--- src/rtl/tc_mult_pkg.sv ---
// tc_mult_pkg: default widths and request/result records shared by the multiplier arbiter and its FIFO.
package tc_mult_pkg;
    localparam int TC_NREQ  = 4;
    localparam int TC_A_W   = 17;
    localparam int TC_B_W   = 16;
    localparam int TC_P_W   = 31;
    localparam int TC_TAG_W = 8;
    localparam int TC_ID_W  = $clog2(TC_NREQ);

    typedef struct packed {
        logic [TC_A_W-1:0]   a;
        logic [TC_B_W-1:0]   b;
        logic [TC_TAG_W-1:0] tag;
    } mult_req_t;

    typedef struct packed {
        logic [TC_P_W-1:0]   p;
        logic [TC_ID_W-1:0]  id;
        logic [TC_TAG_W-1:0] tag;
    } mult_res_t;

    // The low product bits only depend on the low operand bits, so truncating the signed product is exact.
    function automatic logic [TC_P_W-1:0] mult_trunc(input logic [TC_A_W-1:0] a, input logic [TC_B_W-1:0] b);
        return TC_P_W'($signed(a) * $signed({1'b0, b}));
    endfunction
endpackage

--- src/rtl/tc_mult_res_fifo.sv ---
// tc_mult_res_fifo: show-ahead FIFO of multiplier results with occupancy count.
module tc_mult_res_fifo
    import tc_mult_pkg::*;
#(
    parameter int DEPTH = 4
) (
    input  logic                       i_clk,
    input  logic                       i_rst,
    input  logic                       i_wr,
    input  mult_res_t                  i_wr_data,
    input  logic                       i_rd,
    output mult_res_t                  o_rd_data,
    output logic [$clog2(DEPTH+1)-1:0] o_count
);
    localparam int PW = $clog2(DEPTH);
    localparam int CW = $clog2(DEPTH+1);

    mult_res_t r_mem [DEPTH];
    logic [PW-1:0] r_wp, r_rp;
    logic [CW-1:0] r_cnt;
    logic w_rd;

    assign w_rd      = i_rd && r_cnt != '0;
    assign o_rd_data = r_mem[r_rp];
    assign o_count   = r_cnt;

    always_ff @(posedge i_clk or posedge i_rst) begin
        if (i_rst) begin
            for (int i = 0; i < DEPTH; i++) r_mem[i] <= '0;
            r_wp  <= '0;
            r_rp  <= '0;
            r_cnt <= '0;
        end else begin
            if (i_wr) begin
                r_mem[r_wp] <= i_wr_data;
                r_wp        <= (r_wp == PW'(DEPTH-1)) ? '0 : r_wp + 1'b1;
            end
            if (w_rd) r_rp <= (r_rp == PW'(DEPTH-1)) ? '0 : r_rp + 1'b1;
            if (i_wr != w_rd) r_cnt <= i_wr ? r_cnt + 1'b1 : r_cnt - 1'b1;
        end
    end

    assert property (@(posedge i_clk) disable iff (i_rst) !(i_wr && r_cnt == CW'(DEPTH)));
endmodule

--- src/rtl/tc_mult_share_arbiter.sv ---
// tc_mult_share_arbiter: round-robin shared signed x unsigned multiplier with credit-throttled result FIFO.
// Define MULT_OUT_REG_EN to add an output register after the multiplier (latency LAT+1).
module tc_mult_share_arbiter
    import tc_mult_pkg::*;
#(
    parameter int NREQ  = TC_NREQ,
    parameter int A_W   = TC_A_W,
    parameter int B_W   = TC_B_W,
    parameter int P_W   = TC_P_W,
    parameter int LAT   = 2,
    parameter int TAG_W = TC_TAG_W,
    parameter int DEPTH = 4
) (
    input  logic                    ap_clk,
    input  logic                    ap_rst,
    input  logic [NREQ-1:0]         req_valid,
    output logic [NREQ-1:0]         req_ready,
    input  logic [NREQ*A_W-1:0]     req_a,
    input  logic [NREQ*B_W-1:0]     req_b,
    input  logic [NREQ*TAG_W-1:0]   req_tag,
    output logic                    res_valid,
    input  logic                    res_ready,
    output logic [P_W-1:0]          res_p,
    output logic [$clog2(NREQ)-1:0] res_id,
    output logic [TAG_W-1:0]        res_tag
);
    localparam int ID_W = $clog2(NREQ);
    localparam int CR_W = $clog2(DEPTH+1);
`ifdef MULT_OUT_REG_EN
    localparam int NSTG = LAT;
`else
    localparam int NSTG = LAT - 1;
`endif

    logic [ID_W-1:0] r_rr, w_gnt;
    logic [CR_W-1:0] r_credits, w_cnt;
    logic w_any, w_credit_ok, w_issue, w_pop, w_wr;
    mult_req_t w_req;
    mult_res_t w_new, w_wr_data, w_head;

    assign w_credit_ok = r_credits < CR_W'(DEPTH);

    // Descending scan so the requester nearest to r_rr is the last (winning) assignment.
    always_comb begin
        w_any = 1'b0;
        w_gnt = '0;
        for (int k = NREQ - 1; k >= 0; k--)
            if (req_valid[(int'(r_rr) + k) % NREQ]) begin
                w_any = 1'b1;
                w_gnt = ID_W'((int'(r_rr) + k) % NREQ);
            end
    end

    assign w_issue   = w_any & w_credit_ok & ~ap_rst;
    assign req_ready = w_issue ? NREQ'(1) << w_gnt : '0;
    assign w_pop     = res_valid & res_ready;
    assign w_req     = {req_a[w_gnt*A_W +: A_W], req_b[w_gnt*B_W +: B_W], req_tag[w_gnt*TAG_W +: TAG_W]};
    assign w_new     = {mult_trunc(w_req.a, w_req.b), w_gnt, w_req.tag};

    always_ff @(posedge ap_clk or posedge ap_rst) begin
        if (ap_rst) begin
            r_rr      <= '0;
            r_credits <= '0;
        end else begin
            if (w_issue) r_rr <= (w_gnt == ID_W'(NREQ-1)) ? '0 : w_gnt + 1'b1;
            if (w_issue != w_pop) r_credits <= w_issue ? r_credits + 1'b1 : r_credits - 1'b1;
        end
    end

    generate
        if (NSTG == 0) begin : g_comb
            assign w_wr      = w_issue;
            assign w_wr_data = w_new;
        end else begin : g_pipe
            mult_res_t r_pipe [NSTG];
            logic [NSTG-1:0] r_pv;
            always_ff @(posedge ap_clk or posedge ap_rst) begin
                if (ap_rst) begin
                    r_pv <= '0;
                    for (int s = 0; s < NSTG; s++) r_pipe[s] <= '0;
                end else begin
                    r_pv[0]   <= w_issue;
                    r_pipe[0] <= w_new;
                    for (int s = 1; s < NSTG; s++) begin
                        r_pv[s]   <= r_pv[s-1];
                        r_pipe[s] <= r_pipe[s-1];
                    end
                end
            end
            assign w_wr      = r_pv[NSTG-1];
            assign w_wr_data = r_pipe[NSTG-1];
        end
    endgenerate

    tc_mult_res_fifo #(.DEPTH(DEPTH)) u_fifo (
        .i_clk     (ap_clk),
        .i_rst     (ap_rst),
        .i_wr      (w_wr),
        .i_wr_data (w_wr_data),
        .i_rd      (w_pop),
        .o_rd_data (w_head),
        .o_count   (w_cnt)
    );

    assign res_valid = w_cnt != '0;
    assign res_p     = w_head.p;
    assign res_id    = w_head.id;
    assign res_tag   = w_head.tag;

    assert property (@(posedge ap_clk) disable iff (ap_rst) r_credits <= CR_W'(DEPTH));
endmodule
--- config.mk ---
export PLATFORM = sky130hd
export DESIGN_NAME = tc_mult_share_arbiter
export DESIGN_NICKNAME = d
export VERILOG_FILES = /design/src/rtl/tc_mult_pkg.sv /design/src/rtl/tc_mult_res_fifo.sv /design/src/rtl/tc_mult_share_arbiter.sv
export SDC_FILE = /design/constraint.sdc
export NUM_CORES = 1
export LEC_CHECK = 0
export ABC_CLOCK_PERIOD_IN_PS = 10700
export BUFFER_PORTS_ARGS = -buffer_cell sky130_fd_sc_hd__buf_4
export CAP_MARGIN = 25
export CORE_MARGIN = 4
export CORE_UTILIZATION = 45
export DETAILED_ROUTE_END_ITERATION = 8
export PLACE_DENSITY = 0.66
export SETUP_SLACK_MARGIN = 0.05
export SLEW_MARGIN = 20
export SYNTH_ARGS = -nofsm -noshare
export SYNTH_HDL_FRONTEND = slang
export SYNTH_SLANG_ARGS = --single-unit
--- constraint.sdc ---
create_clock -name ap_clk -period 10.7 [get_ports ap_clk]
set_clock_uncertainty 0.15 [all_clocks]
set_input_delay 2.14 -clock ap_clk [delete_from_list [all_inputs] [get_ports ap_clk]]
set_output_delay 2.14 -clock ap_clk [all_outputs]
set_load 0.005 [all_outputs]
==> impl_metrics.prom <==
# TYPE chip_impl_metric gauge
chip_impl_metric{name="synthArstFlopShare",unit=""} 1.000
chip_impl_metric{name="finalSetupTns",unit="ns"} 0
chip_impl_metric{name="finalMaxSlewViolations",unit=""} 0
chip_impl_metric{name="timing.reg2reg.worst_path_depth",unit=""} 25
chip_impl_metric{name="drv.max_cap_violation_count",unit=""} 0
chip_impl_metric{name="synthMuxAreaShare",unit=""} 0.1903
chip_impl_metric{name="mean_cell_area_of_the_mapped_netlist",unit="sq um"} 10.90
chip_impl_info{name="status",value="finished, final reports clean"} 1
chip_impl_metric{name="core.rowCount",unit=""} 76
chip_impl_info{name="hold_ep",value="u_fifo.o_count[2]"} 1
chip_impl_metric{name="numCtsBuffers",unit=""} 20
chip_impl_metric{name="nNetsFinal",unit=""} 2556
chip_impl_metric{name="antenna_found_initial",unit=""} 0
chip_impl_metric{name="finalHoldWorstSlack",unit="ns"} 0.3221
chip_impl_metric{name="drt_iter0_markers",unit=""} 710
chip_impl_metric{name="worstHoldPathCells",unit=""} 1
chip_impl_metric{name="cts.sinks",unit=""} 218
chip_impl_info{name="critical_path.reg2reg.startpoint",value="r_rr[1]"} 1
chip_impl_metric{name="area_delta_synth_final",unit="%"} 15.32
chip_impl_metric{name="post_cts.repair.setup_buffers",unit=""} 0
chip_impl_metric{name="clkSlewWorstSetupHoldPaths",unit="ns"} 0.06
chip_impl_metric{name="max_freq",unit="GHz"} 0.1041
chip_impl_info{name="synthTopCellsByArea",value="sky130_fd_sc_hd__dfrtp_1 (27%), sky130_fd_sc_hd__fa_1 (26%), sky130_fd_sc_hd__mux2_2 (11%)"} 1
chip_impl_metric{name="dieHeight",unit="um"} 218.9
chip_impl_metric{name="yosysWarnings",unit=""} 0
chip_impl_metric{name="synth_cell_types",unit=""} 52
chip_impl_metric{name="detailedPlacementHpwl",unit="um"} 37670
chip_impl_metric{name="detail_route.vias_per_cell",unit=""} 5.112
chip_impl_metric{name="via_count",unit=""} 13460
chip_impl_metric{name="setup_viol",unit=""} 0
chip_impl_metric{name="detail_route.first_pass.iterations",unit=""} 5
chip_impl_metric{name="hold_violation_count_in_the_final_report",unit=""} 0
chip_impl_metric{name="synth-edff-count",unit=""} 0
chip_impl_metric{name="synth_simple_gate_area_share",unit=""} 0.08779
chip_impl_info{name="min-delay-path-class",value="reg -> reg"} 1
chip_impl_metric{name="port_buffers",unit=""} 216
chip_impl_metric{name="synth_compound_area_frac",unit=""} 0.03014
chip_impl_metric{name="drt-wirelength-per-cell",unit="um"} 18.20
chip_impl_metric{name="pin_count_of_the_biggest_net_entering_global_routing",unit=""} 130
chip_impl_metric{name="final.period_utilization",unit=""} 0.8976
chip_impl_metric{name="ctsResizeCount",unit=""} 0
chip_impl_info{name="cts_tree",value="done"} 1
chip_impl_metric{name="regToRegSetupSlack",unit="ns"} 2.43
chip_impl_info{name="clk_root_buffer_cell",value="sky130_fd_sc_hd__clkbuf_16"} 1
chip_impl_metric{name="worst-endpoint-required",unit="ns"} 10.91
chip_impl_info{name="holdCritStartpoint",value="u_fifo.o_count[2]"} 1
chip_impl_metric{name="synth_area",unit="sq um"} 20010
chip_impl_info{name="setup_repair_after_global_routing_missed_its_margin",value="no"} 1
chip_impl_metric{name="die_x",unit="um"} 218.9
chip_impl_info{name="synthFlopType",value="sky130_fd_sc_hd__dfrtp_1"} 1
chip_impl_metric{name="antenna_violating_nets_post_route",unit=""} 0
chip_impl_metric{name="via_count_of_the_first_global_routing_pass",unit=""} 14930
chip_impl_metric{name="clk_latency",unit="ns"} 0.49
chip_impl_metric{name="finalWirelength",unit="um"} 47930
chip_impl_metric{name="synthXorXnorAreaFrac",unit=""} 0.02039
chip_impl_metric{name="critical_path_arrival",unit="ns"} 9.82
chip_impl_metric{name="floorplan.initialDensity",unit=""} 0.4594
chip_impl_metric{name="h_tree_depth",unit=""} 1
chip_impl_metric{name="core",unit="sq um"} 43550
chip_impl_metric{name="crit_fanout",unit=""} 57
chip_impl_metric{name="track_usage",unit=""} 0.2032
chip_impl_info{name="rr_endpoint",value="g_pipe.r_pipe[39]"} 1
chip_impl_metric{name="post_synth_adder_cell_area",unit=""} 0.3168
chip_impl_info{name="setup.worst_path.end_class",value="register"} 1
chip_impl_metric{name="min_period",unit="ns"} 9.605
chip_impl_metric{name="drc",unit=""} 0
chip_impl_metric{name="maxSlewHeadroom",unit=""} 0.3660
chip_impl_metric{name="ys_ff_latch",unit=""} 218
chip_impl_metric{name="clockBufferDepth",unit=""} 3
chip_impl_metric{name="num_io_pins",unit=""} 217
chip_impl_info{name="post-synth-top-area-cell",value="sky130_fd_sc_hd__dfrtp_1"} 1
chip_impl_metric{name="gpl.final_weighted_congestion",unit=""} 0.9334
chip_impl_info{name="setup.worst_path.class",value="in -> reg"} 1
chip_impl_metric{name="slew_of_the_pin_with_the_lowest_slew_margin",unit="ns"} 0.9246
chip_impl_info{name="start_kind",value="input port"} 1
chip_impl_metric{name="wire_length_of_the_first_global_routing_pass",unit="um"} 78050
chip_impl_metric{name="dieArea",unit="sq um"} 47900
chip_impl_metric{name="synth_top_cell_area_share",unit=""} 0.2726
chip_impl_metric{name="postSynthNetCount",unit=""} 2356
chip_impl_metric{name="synthCells",unit=""} 1835
chip_impl_metric{name="congestion_overflow_gr",unit=""} 0
chip_impl_info{name="synth_top_family_by_area",value="adder cells"} 1
chip_impl_metric{name="hold_buffers",unit=""} 0
chip_impl_metric{name="sequential_share_of_the_synthesized_area",unit=""} 0.2726
chip_impl_metric{name="final_layout_size_suffix_gt1_frac",unit=""} 0.2642
[cell usage after synthesis (6+ instances only)]
master,instances
sky130_fd_sc_hd__a21o_1,13
sky130_fd_sc_hd__a21oi_1,22
sky130_fd_sc_hd__a31oi_1,10
sky130_fd_sc_hd__a31oi_2,6
sky130_fd_sc_hd__and2_1,34
sky130_fd_sc_hd__and3_1,19
sky130_fd_sc_hd__buf_1,21
sky130_fd_sc_hd__buf_2,29
sky130_fd_sc_hd__clkbuf_1,20
sky130_fd_sc_hd__dfrtp_1,218
sky130_fd_sc_hd__fa_1,261
sky130_fd_sc_hd__ha_1,89
sky130_fd_sc_hd__inv_1,340
sky130_fd_sc_hd__mux2_2,189
sky130_fd_sc_hd__mux2i_1,74
sky130_fd_sc_hd__mux4_2,41
sky130_fd_sc_hd__nand2_1,230
sky130_fd_sc_hd__nor2_1,94
sky130_fd_sc_hd__nor2b_1,11
sky130_fd_sc_hd__o21ai_0,12
sky130_fd_sc_hd__xnor2_1,37
sky130_fd_sc_hd__xor2_1,7
[layout make-up]
| cell class | instances | area [sq um] |
|---|---|---|
| clock buffer | 29 | 605.6 |
| multi-input combinational | 1199 | 12930 |
| fill | 3887 | 20480 |
| clock inverter | 6 | 108.9 |
| tap | 585 | 732.0 |
| sequential | 218 | 5458 |
| timing repair buffer | 254 | 1939 |
| inverter | 342 | 1296 |
| antenna | 1 | 2.502 |
[worst max-delay path by stage]
stage / start / endpoint / cells past startpoint
6_report: req_valid[2] / g_pipe.r_pipe[39] / 27
3_5_place_dp: req_valid[2] / g_pipe.r_pipe[39] / 27
3_3_place_gp: req_valid[0] / g_pipe.r_pipe[39] / 26
5_1_grt: req_valid[0] / g_pipe.r_pipe[39] / 26
2_1_floorplan: req_valid[0] / g_pipe.r_pipe[39] / 27
4_1_cts: req_valid[2] / g_pipe.r_pipe[39] / 27
[through the flow]
stage / instances / util / setup WS (ns) / cell area, sq um
3_3_place_gp: 2597 / 0.5127 / 0.8239 / 22330
5_1_grt: 2633 / 0.5298 / 0.7564 / 23070
2_1_floorplan: 1835 / - / 1.822 / 20010
4_1_cts: 2633 / 0.5298 / 1.163 / 23070
3_5_place_dp: 2598 / 0.5134 / 0.6424 / 22360
6_report: 2634 / 0.5298 / 1.095 / 23070
[metal layers]
metal	vias up	track usage	routed length, um
li1	6182	-	-
met5	-	0	0
met2	488	0.3488	23110
met4	0	0.04108	838
met3	59	0.02451	3208
met1	6735	0.2813	20780
[layout by cell type (no fill, tap or decap), types with 5 or more instances in the layout]
| master | count |
|---|---|
| sky130_fd_sc_hd__inv_1 | 339 |
| sky130_fd_sc_hd__and3_1 | 19 |
| sky130_fd_sc_hd__xnor2_1 | 37 |
| sky130_fd_sc_hd__mux2_2 | 189 |
| sky130_fd_sc_hd__or2_2 | 5 |
| sky130_fd_sc_hd__clkbuf_16 | 21 |
| sky130_fd_sc_hd__ha_1 | 89 |
| sky130_fd_sc_hd__o21ai_0 | 12 |
| sky130_fd_sc_hd__dfrtp_1 | 216 |
| sky130_fd_sc_hd__a31oi_1 | 10 |
| sky130_fd_sc_hd__nor2_1 | 94 |
| sky130_fd_sc_hd__nor3_1 | 5 |
| sky130_fd_sc_hd__mux4_2 | 41 |
| sky130_fd_sc_hd__a21oi_1 | 22 |
| sky130_fd_sc_hd__a21o_1 | 13 |
| sky130_fd_sc_hd__nand2_1 | 226 |
| sky130_fd_sc_hd__mux2i_1 | 74 |
| sky130_fd_sc_hd__and2_1 | 34 |
| sky130_fd_sc_hd__a31oi_2 | 6 |
| sky130_fd_sc_hd__nor2b_1 | 11 |
| sky130_fd_sc_hd__xor2_1 | 7 |
| sky130_fd_sc_hd__fa_1 | 261 |
| sky130_fd_sc_hd__buf_4 | 252 |
| sky130_fd_sc_hd__clkbuf_8 | 5 |
[logic make-up after synthesis]
logic type               count (synthesis)
flip-flops                             218
XOR/XNOR                                45
adder cells (fa/ha/maj)                350
AND/OR/NAND/NOR                        411
buffers and inverters                  418
multiplexers                           305
AO/OA/AOI/OAI                           88
[sequential cells by signal, summed over array words and instances (netlist names)]
name,flops
u_fifo.r_mem,164
g_pipe.r_pipe,41
r_credits,3
u_fifo.o_count,3
r_rr,2
u_fifo.r_rp,2
u_fifo.r_wp,2
g_pipe.r_pv,1
[critical path: stages]
cell and delay [ns]:
sky130_fd_sc_hd__buf_4 0.12, sky130_fd_sc_hd__inv_2 0.06, sky130_fd_sc_hd__nor2_1 0.04, sky130_fd_sc_hd__o32a_2 0.41
sky130_fd_sc_hd__inv_6 0.36, sky130_fd_sc_hd__nand2_1 0.11, sky130_fd_sc_hd__and3_1 0.21, sky130_fd_sc_hd__a31oi_2 0.73
sky130_fd_sc_hd__nand2_1 0.21, sky130_fd_sc_hd__fa_1 0.56, sky130_fd_sc_hd__fa_1 0.47, sky130_fd_sc_hd__fa_1 0.54
sky130_fd_sc_hd__inv_1 0.06, sky130_fd_sc_hd__fa_1 0.50, sky130_fd_sc_hd__fa_1 0.54, sky130_fd_sc_hd__inv_1 0.07
sky130_fd_sc_hd__fa_1 0.47, sky130_fd_sc_hd__inv_1 0.04, sky130_fd_sc_hd__ha_1 0.35, sky130_fd_sc_hd__a21o_1 0.20
sky130_fd_sc_hd__a21oi_1 0.19, sky130_fd_sc_hd__o21ai_0 0.11, sky130_fd_sc_hd__a221o_1 0.35, sky130_fd_sc_hd__a31oi_1 0.40
sky130_fd_sc_hd__o31ai_1 0.20, sky130_fd_sc_hd__mux2i_1 0.17, sky130_fd_sc_hd__o211ai_1 0.10
Power is left out: the tool's default activity adds up to more than one toggle a clock period on the data nets, which glitch-free logic cannot reach.
